<file path="config.mk">
export PLATFORM = sky130hd
export DESIGN_NAME = rx_cmd_sequencer
export DESIGN_NICKNAME = d
export VERILOG_FILES = /design/src/rtl/rx_cmd_sequencer.sv
export SDC_FILE = /design/constraint.sdc
export NUM_CORES = 1
export LEC_CHECK = 0
export BUFFER_PORTS_ARGS = -buffer_cell sky130_fd_sc_hd__buf_2
export CORE_MARGIN = 2
export CORE_UTILIZATION = 30
export CTS_BUF_LIST = sky130_fd_sc_hd__clkbuf_16
export DETAILED_ROUTE_END_ITERATION = 16
export GPL_ROUTABILITY_DRIVEN = 0
export SYNTH_ARGS = -nofsm -noshare
export SYNTH_HDL_FRONTEND = slang
export SYNTH_SLANG_ARGS = --single-unit
</file>
<file path="constraint.sdc">
create_clock -name CLK -period 3.84 [get_ports CLK]
set_input_delay 0.768 -clock CLK [delete_from_list [all_inputs] [get_ports CLK]]
set_output_delay 0.768 -clock CLK [all_outputs]
set_load 0.1 [all_outputs]
</file>
<file path="src/rtl/rx_cmd_sequencer.sv">
// Command sequencer behind the UART receive path: decodes multi-byte frames,
// drives register file / ALU accesses and returns result bytes to the transmitter.
module rx_cmd_sequencer #(
  parameter int unsigned DATA_WIDTH = 8,
  parameter int unsigned ADDR_WIDTH = 4
) (
  input  logic                    CLK,
  input  logic                    RST,
  input  logic [DATA_WIDTH-1:0]   RX_P_DATA,
  input  logic                    RX_D_VLD,
  output logic                    RF_WrEn,
  output logic                    RF_RdEn,
  output logic [ADDR_WIDTH-1:0]   RF_Address,
  output logic [DATA_WIDTH-1:0]   RF_WrData,
  input  logic [DATA_WIDTH-1:0]   RF_RdData,
  input  logic                    RF_RdData_Valid,
  output logic                    ALU_EN,
  output logic [3:0]              ALU_FUN,
  output logic                    CLK_GATE_EN,
  input  logic [2*DATA_WIDTH-1:0] ALU_OUT,
  input  logic                    ALU_OUT_VALID,
  output logic [DATA_WIDTH-1:0]   TX_P_DATA,
  output logic                    TX_D_VLD,
  input  logic                    TX_BUSY
);

  localparam int unsigned FUN_W = 4;
  localparam int unsigned RES_W = 2 * DATA_WIDTH;

  localparam logic [DATA_WIDTH-1:0] OPC_WR     = DATA_WIDTH'(8'hAA);
  localparam logic [DATA_WIDTH-1:0] OPC_RD     = DATA_WIDTH'(8'hBB);
  localparam logic [DATA_WIDTH-1:0] OPC_ALU_OP = DATA_WIDTH'(8'hCC);
  localparam logic [DATA_WIDTH-1:0] OPC_ALU_NO = DATA_WIDTH'(8'hDD);

  typedef enum logic [3:0] {
    IDLE, WR_ADDR, WR_DATA, RD_ADDR, RD_WAIT, OP_A, OP_B,
    ALU_FUN_S, ALU_WAIT, TX_RD, TX_LO, TX_HI
  } state_t;

  // Transmit byte handshake: send, then observe TX_BUSY rise and fall.
  typedef enum logic [1:0] {
    PH_SEND, PH_WAIT_HI, PH_WAIT_LO
  } tx_phase_t;

  state_t                  r_state;
  tx_phase_t               r_tx_phase;
  logic [ADDR_WIDTH-1:0]   r_addr;
  logic [DATA_WIDTH-1:0]   r_rd_data;
  logic [RES_W-1:0]        r_alu_res;
  logic [DATA_WIDTH-1:0]   w_tx_byte;

  always_comb begin
    w_tx_byte = r_rd_data;
    case (r_state)
      TX_LO:   w_tx_byte = r_alu_res[DATA_WIDTH-1:0];
      TX_HI:   w_tx_byte = r_alu_res[RES_W-1:DATA_WIDTH];
      default: w_tx_byte = r_rd_data;
    endcase
  end

  always_ff @(posedge CLK or posedge RST) begin
    if (RST) begin
      r_state     <= IDLE;
      r_tx_phase  <= PH_SEND;
      r_addr      <= '0;
      r_rd_data   <= '0;
      r_alu_res   <= '0;
      RF_WrEn     <= 1'b0;
      RF_RdEn     <= 1'b0;
      RF_Address  <= '0;
      RF_WrData   <= '0;
      ALU_EN      <= 1'b0;
      ALU_FUN     <= '0;
      CLK_GATE_EN <= 1'b0;
      TX_P_DATA   <= '0;
      TX_D_VLD    <= 1'b0;
    end else begin
      RF_WrEn  <= 1'b0;
      RF_RdEn  <= 1'b0;
      TX_D_VLD <= 1'b0;
      case (r_state)
        IDLE: begin
          r_tx_phase <= PH_SEND;
          if (RX_D_VLD) begin
            case (RX_P_DATA)
              OPC_WR:     r_state <= WR_ADDR;
              OPC_RD:     r_state <= RD_ADDR;
              OPC_ALU_OP: r_state <= OP_A;
              OPC_ALU_NO: r_state <= ALU_FUN_S;
              default:    r_state <= IDLE;
            endcase
          end
        end
        WR_ADDR: begin
          if (RX_D_VLD) begin
            r_addr  <= RX_P_DATA[ADDR_WIDTH-1:0];
            r_state <= WR_DATA;
          end
        end
        WR_DATA: begin
          if (RX_D_VLD) begin
            RF_WrEn    <= 1'b1;
            RF_Address <= r_addr;
            RF_WrData  <= RX_P_DATA;
            r_state    <= IDLE;
          end
        end
        RD_ADDR: begin
          if (RX_D_VLD) begin
            RF_RdEn    <= 1'b1;
            RF_Address <= RX_P_DATA[ADDR_WIDTH-1:0];
            r_state    <= RD_WAIT;
          end
        end
        RD_WAIT: begin
          if (RF_RdData_Valid) begin
            r_rd_data <= RF_RdData;
            r_state   <= TX_RD;
          end
        end
        OP_A: begin
          if (RX_D_VLD) begin
            RF_WrEn    <= 1'b1;
            RF_Address <= ADDR_WIDTH'(0);
            RF_WrData  <= RX_P_DATA;
            r_state    <= OP_B;
          end
        end
        OP_B: begin
          if (RX_D_VLD) begin
            RF_WrEn    <= 1'b1;
            RF_Address <= ADDR_WIDTH'(1);
            RF_WrData  <= RX_P_DATA;
            r_state    <= ALU_FUN_S;
          end
        end
        ALU_FUN_S: begin
          if (RX_D_VLD) begin
            ALU_FUN     <= RX_P_DATA[FUN_W-1:0];
            ALU_EN      <= 1'b1;
            CLK_GATE_EN <= 1'b1;
            r_state     <= ALU_WAIT;
          end
        end
        ALU_WAIT: begin
          if (ALU_OUT_VALID) begin
            r_alu_res   <= ALU_OUT;
            ALU_EN      <= 1'b0;
            CLK_GATE_EN <= 1'b0;
            r_state     <= TX_LO;
          end
        end
        TX_RD, TX_LO, TX_HI: begin
          case (r_tx_phase)
            PH_SEND: begin
              if (!TX_BUSY) begin
                TX_P_DATA  <= w_tx_byte;
                TX_D_VLD   <= 1'b1;
                r_tx_phase <= PH_WAIT_HI;
              end
            end
            PH_WAIT_HI: begin
              if (TX_BUSY) r_tx_phase <= PH_WAIT_LO;
            end
            PH_WAIT_LO: begin
              if (!TX_BUSY) begin
                r_tx_phase <= PH_SEND;
                r_state    <= (r_state == TX_LO) ? TX_HI : IDLE;
              end
            end
            default: r_tx_phase <= PH_SEND;
          endcase
        end
        default: r_state <= IDLE;
      endcase
    end
  end

endmodule

</file>
==> reports/results.tsv <==
metric	value	unit
status	complete, no violations	
maximum clock frequency	0.4361	GHz
hold-critical path endpoint	TX_P_DATA[3]	
cell taking the most area after synthesis	dfrtp_1	
Setup Skew	0.004538	ns
destination of the worst register-to-register timing path	TX_P_DATA[5]	
clock tree from TritonCTS	built	
number of max-cap violations	0	
R2R Path Start	r_state[0]	
floorplan die width	102.6	um
I/O Pins	67	
TritonRoute pass-1 iters	4	
DRC marker count from the first detailed-route iteration	115	
worst hold stages	1	
Max Buffers Root-to-Sink	2	
CTS Root Cell	clkbuf_16	
post-synthesis area per instance	12.25	um^2
CP max FO	27	
yosys synthesis warning count	0	
ordered list of cells on the worst path	nor2_2, or4b_4, a211oi_1, a21o_1	
Post-CTS Setup Repair Bufs	0	
share of flip-flops with an asynchronous set or reset	100.0	%
Syn-to-layout area delta	24.46	%
number of buffers created by CTS	9	
Commonest cells post-synth	62 x dfrtp_1, 43 x mux2_2, 18 x nor2_1	
vias after detailed routing	2013	
data required time at the worst endpoint	4.11	ns
worst setup slack before clock tree synthesis	1.522	ns
count of buffers from port buffering	66	
wire length after detailed routing	6.385	mm
vias in the first global route	2000	
most instantiated flip-flop cell in the synthesis netlist	dfrtp_1	
path type of the worst setup path	reg2reg	
M1 GR Usage	17.83	%
share of post-route cells with drive strength above 1	43.93	%
setup repair after global routing missed its margin	false	
worst setup slack for register-to-register paths	1.55	ns
post-cts hold buffer count	0	
wire length of the first global-routing pass	10.31	mm
Net Count, Synth	276	
cell with the most instances after synthesis	dfrtp_1	
Max stage delay cell, worst path	dfrtp_1	
Pins Over Slew Limit	0	
post-route fraction of the period consumed by the critical path	59.72	%
Core Box Area	0.009328	mm^2
number of resized instances in the post-cts repair step	0	
Worst Path Arrival	2.56	ns
clock-pin slew on the worst setup and hold paths	0.05	ns
R2R cell count	4	
number of fill cells in the layout	927	
initial core utilization	31.25	%
standard-cell rows	35	
Cell Area, Synth	0.002915	mm^2
crit end category	register	
family of cells with the greatest summed delay on the critical path	flip-flops	
slew at the pin closest to its max-slew limit	1.008	ns
Setup violations, final	0	
fraction of post-synthesis cell area in the top cell type by area	53.22	%
tightest slew margin relative to the limit	32.73	%
vias per std cell	4.638	
number of antenna diodes	0	
Global Route met2 Usage	19.21	%
HP Class	reg2reg	
DR DRC count	0	
number of flops mapped to enable cells by yosys	0	
origin of the worst min-delay path	TX_P_DATA[3]	
cells after synthesis	238	
half-perimeter wire length of the detailed placement result	4.486	mm
total global routing track utilization	13.02	%
die area	0.01052	mm^2
sum of negative setup slack	0	ns
worst path setup slack after routing	1.547	ns
count of clock tree sinks	62	
sequential element share of the synthesized area	53.22	%
count of nets left with antenna violations after detail routing	0	
maximum number of pins on one net before global-route repair	50	
global routing's busiest layer	met2	
final routed wire length divided by cell count	14.71	um
cell types with the largest area share after synthesis	dfrtp_1 53%, mux2_2 17%, mux2i_1 2.7%	
number of H-tree branching levels	3	
Buf+Inv Stages, Crit Path	0	
time the final worst path needs with I/O delays and setup	2.293	ns
crit path launch type	register	
post-layout net count	338	
hold violation count in the final report	0	
source-to-sink clock delay at the later pin of the worst-skew pair	0.33	ns
library cells used by synthesis	47	
#FFs+latches synth	62	
slowest stage delay, CP	0.95	ns
met3 capacity usage during global routing	2.915	%
initial antenna violation count	0	
GR Overflow Total	0	
chip height	102.6	um
-- cells by family after synthesis --
kind of cell / after synthesis / share of synthesized area, %
compound gates: 47 / 11.55
xor+xnor: 2 / 0.6010
buf+inv: 19 / 4.163
flops: 62 / 53.22
mux: 51 / 19.36
simple gates: 57 / 11.12
-- metrics by stage --
stage / util [%] / hold slack [ns] / cells / cell area [um^2]
after global placement: 35.43 / 0.4599 / 418 / 3304
after detailed placement: 35.43 / 0.4651 / 418 / 3304
after floorplan: - / 0.4741 / 238 / 2915
after global routing: 38.90 / 0.4881 / 434 / 3628
after CTS: 38.90 / 0.4777 / 434 / 3628
final: 38.90 / 0.4737 / 434 / 3628
-- cell usage in the layout (no fill, tap or decap), types with 3 or more instances in the layout --
cell       synthesis  layout
o21ai_0            9       9
clkinv_4           0       3
a31oi_1            4       4
nor2_1            18      18
dfrtp_1           62      62
clkbuf_16          0       9
a21o_1             8       8
nor4bb_1           3       3
mux2_2            43      43
mux2i_1            8       8
nand2b_1           6       6
a21oi_1            3       3
a211oi_1           7       7
nand2_1            7       7
buf_2              7      66
nand3b_1           3       3
-- how the worst max path moves through the flow --
stage               start            to  slack [ns]  cells past startpoint
2_1_floorplan         RST    ALU_FUN[0]        1.53                      1
3_3_place_gp   r_state[0]  TX_P_DATA[3]        1.58                      4
3_5_place_dp   r_state[0]  TX_P_DATA[5]        1.52                      4
4_1_cts        r_state[0]  TX_P_DATA[5]        1.53                      4
5_1_grt        r_state[0]  TX_P_DATA[5]        1.27                      4
6_report       r_state[0]  TX_P_DATA[5]        1.55                      4
-- layer usage --
metal	vias to the layer above	share of wire [%]
met3	10	3.2
met5	-	0
met4	0	2.2
li1	989	-
met1	973	49
met2	41	46
-- state kept, by name (all words and copies together) (netlist names) --
register and flops:
ALU_FUN 4, CLK_GATE_EN 1, RF_Address 4, RF_RdEn 1, RF_WrData 8, RF_WrEn 1, TX_D_VLD 1, TX_P_DATA 8
r_addr 4, r_alu_res 16, r_rd_data 8, r_state 4, r_tx_phase 2
-- layout make-up --
| class | instances | area [um^2] | share of cell area [%] |
|---|---|---|---|
| sequential | 62 | 1551 | 42.76 |
| multi-input combinational | 157 | 1242 | 34.24 |
| clock inverter | 7 | 98.84 | 2.724 |
| timing repair buffer | 67 | 337.8 | 9.310 |
| inverter | 3 | 11.26 | 0.3103 |
| tap | 129 | 161.4 | 4.448 |
| clock buffer | 9 | 225.2 | 6.207 |
Power is not shown: default switching activity piles up to over one toggle a cycle in this logic, so the estimate is an artifact.
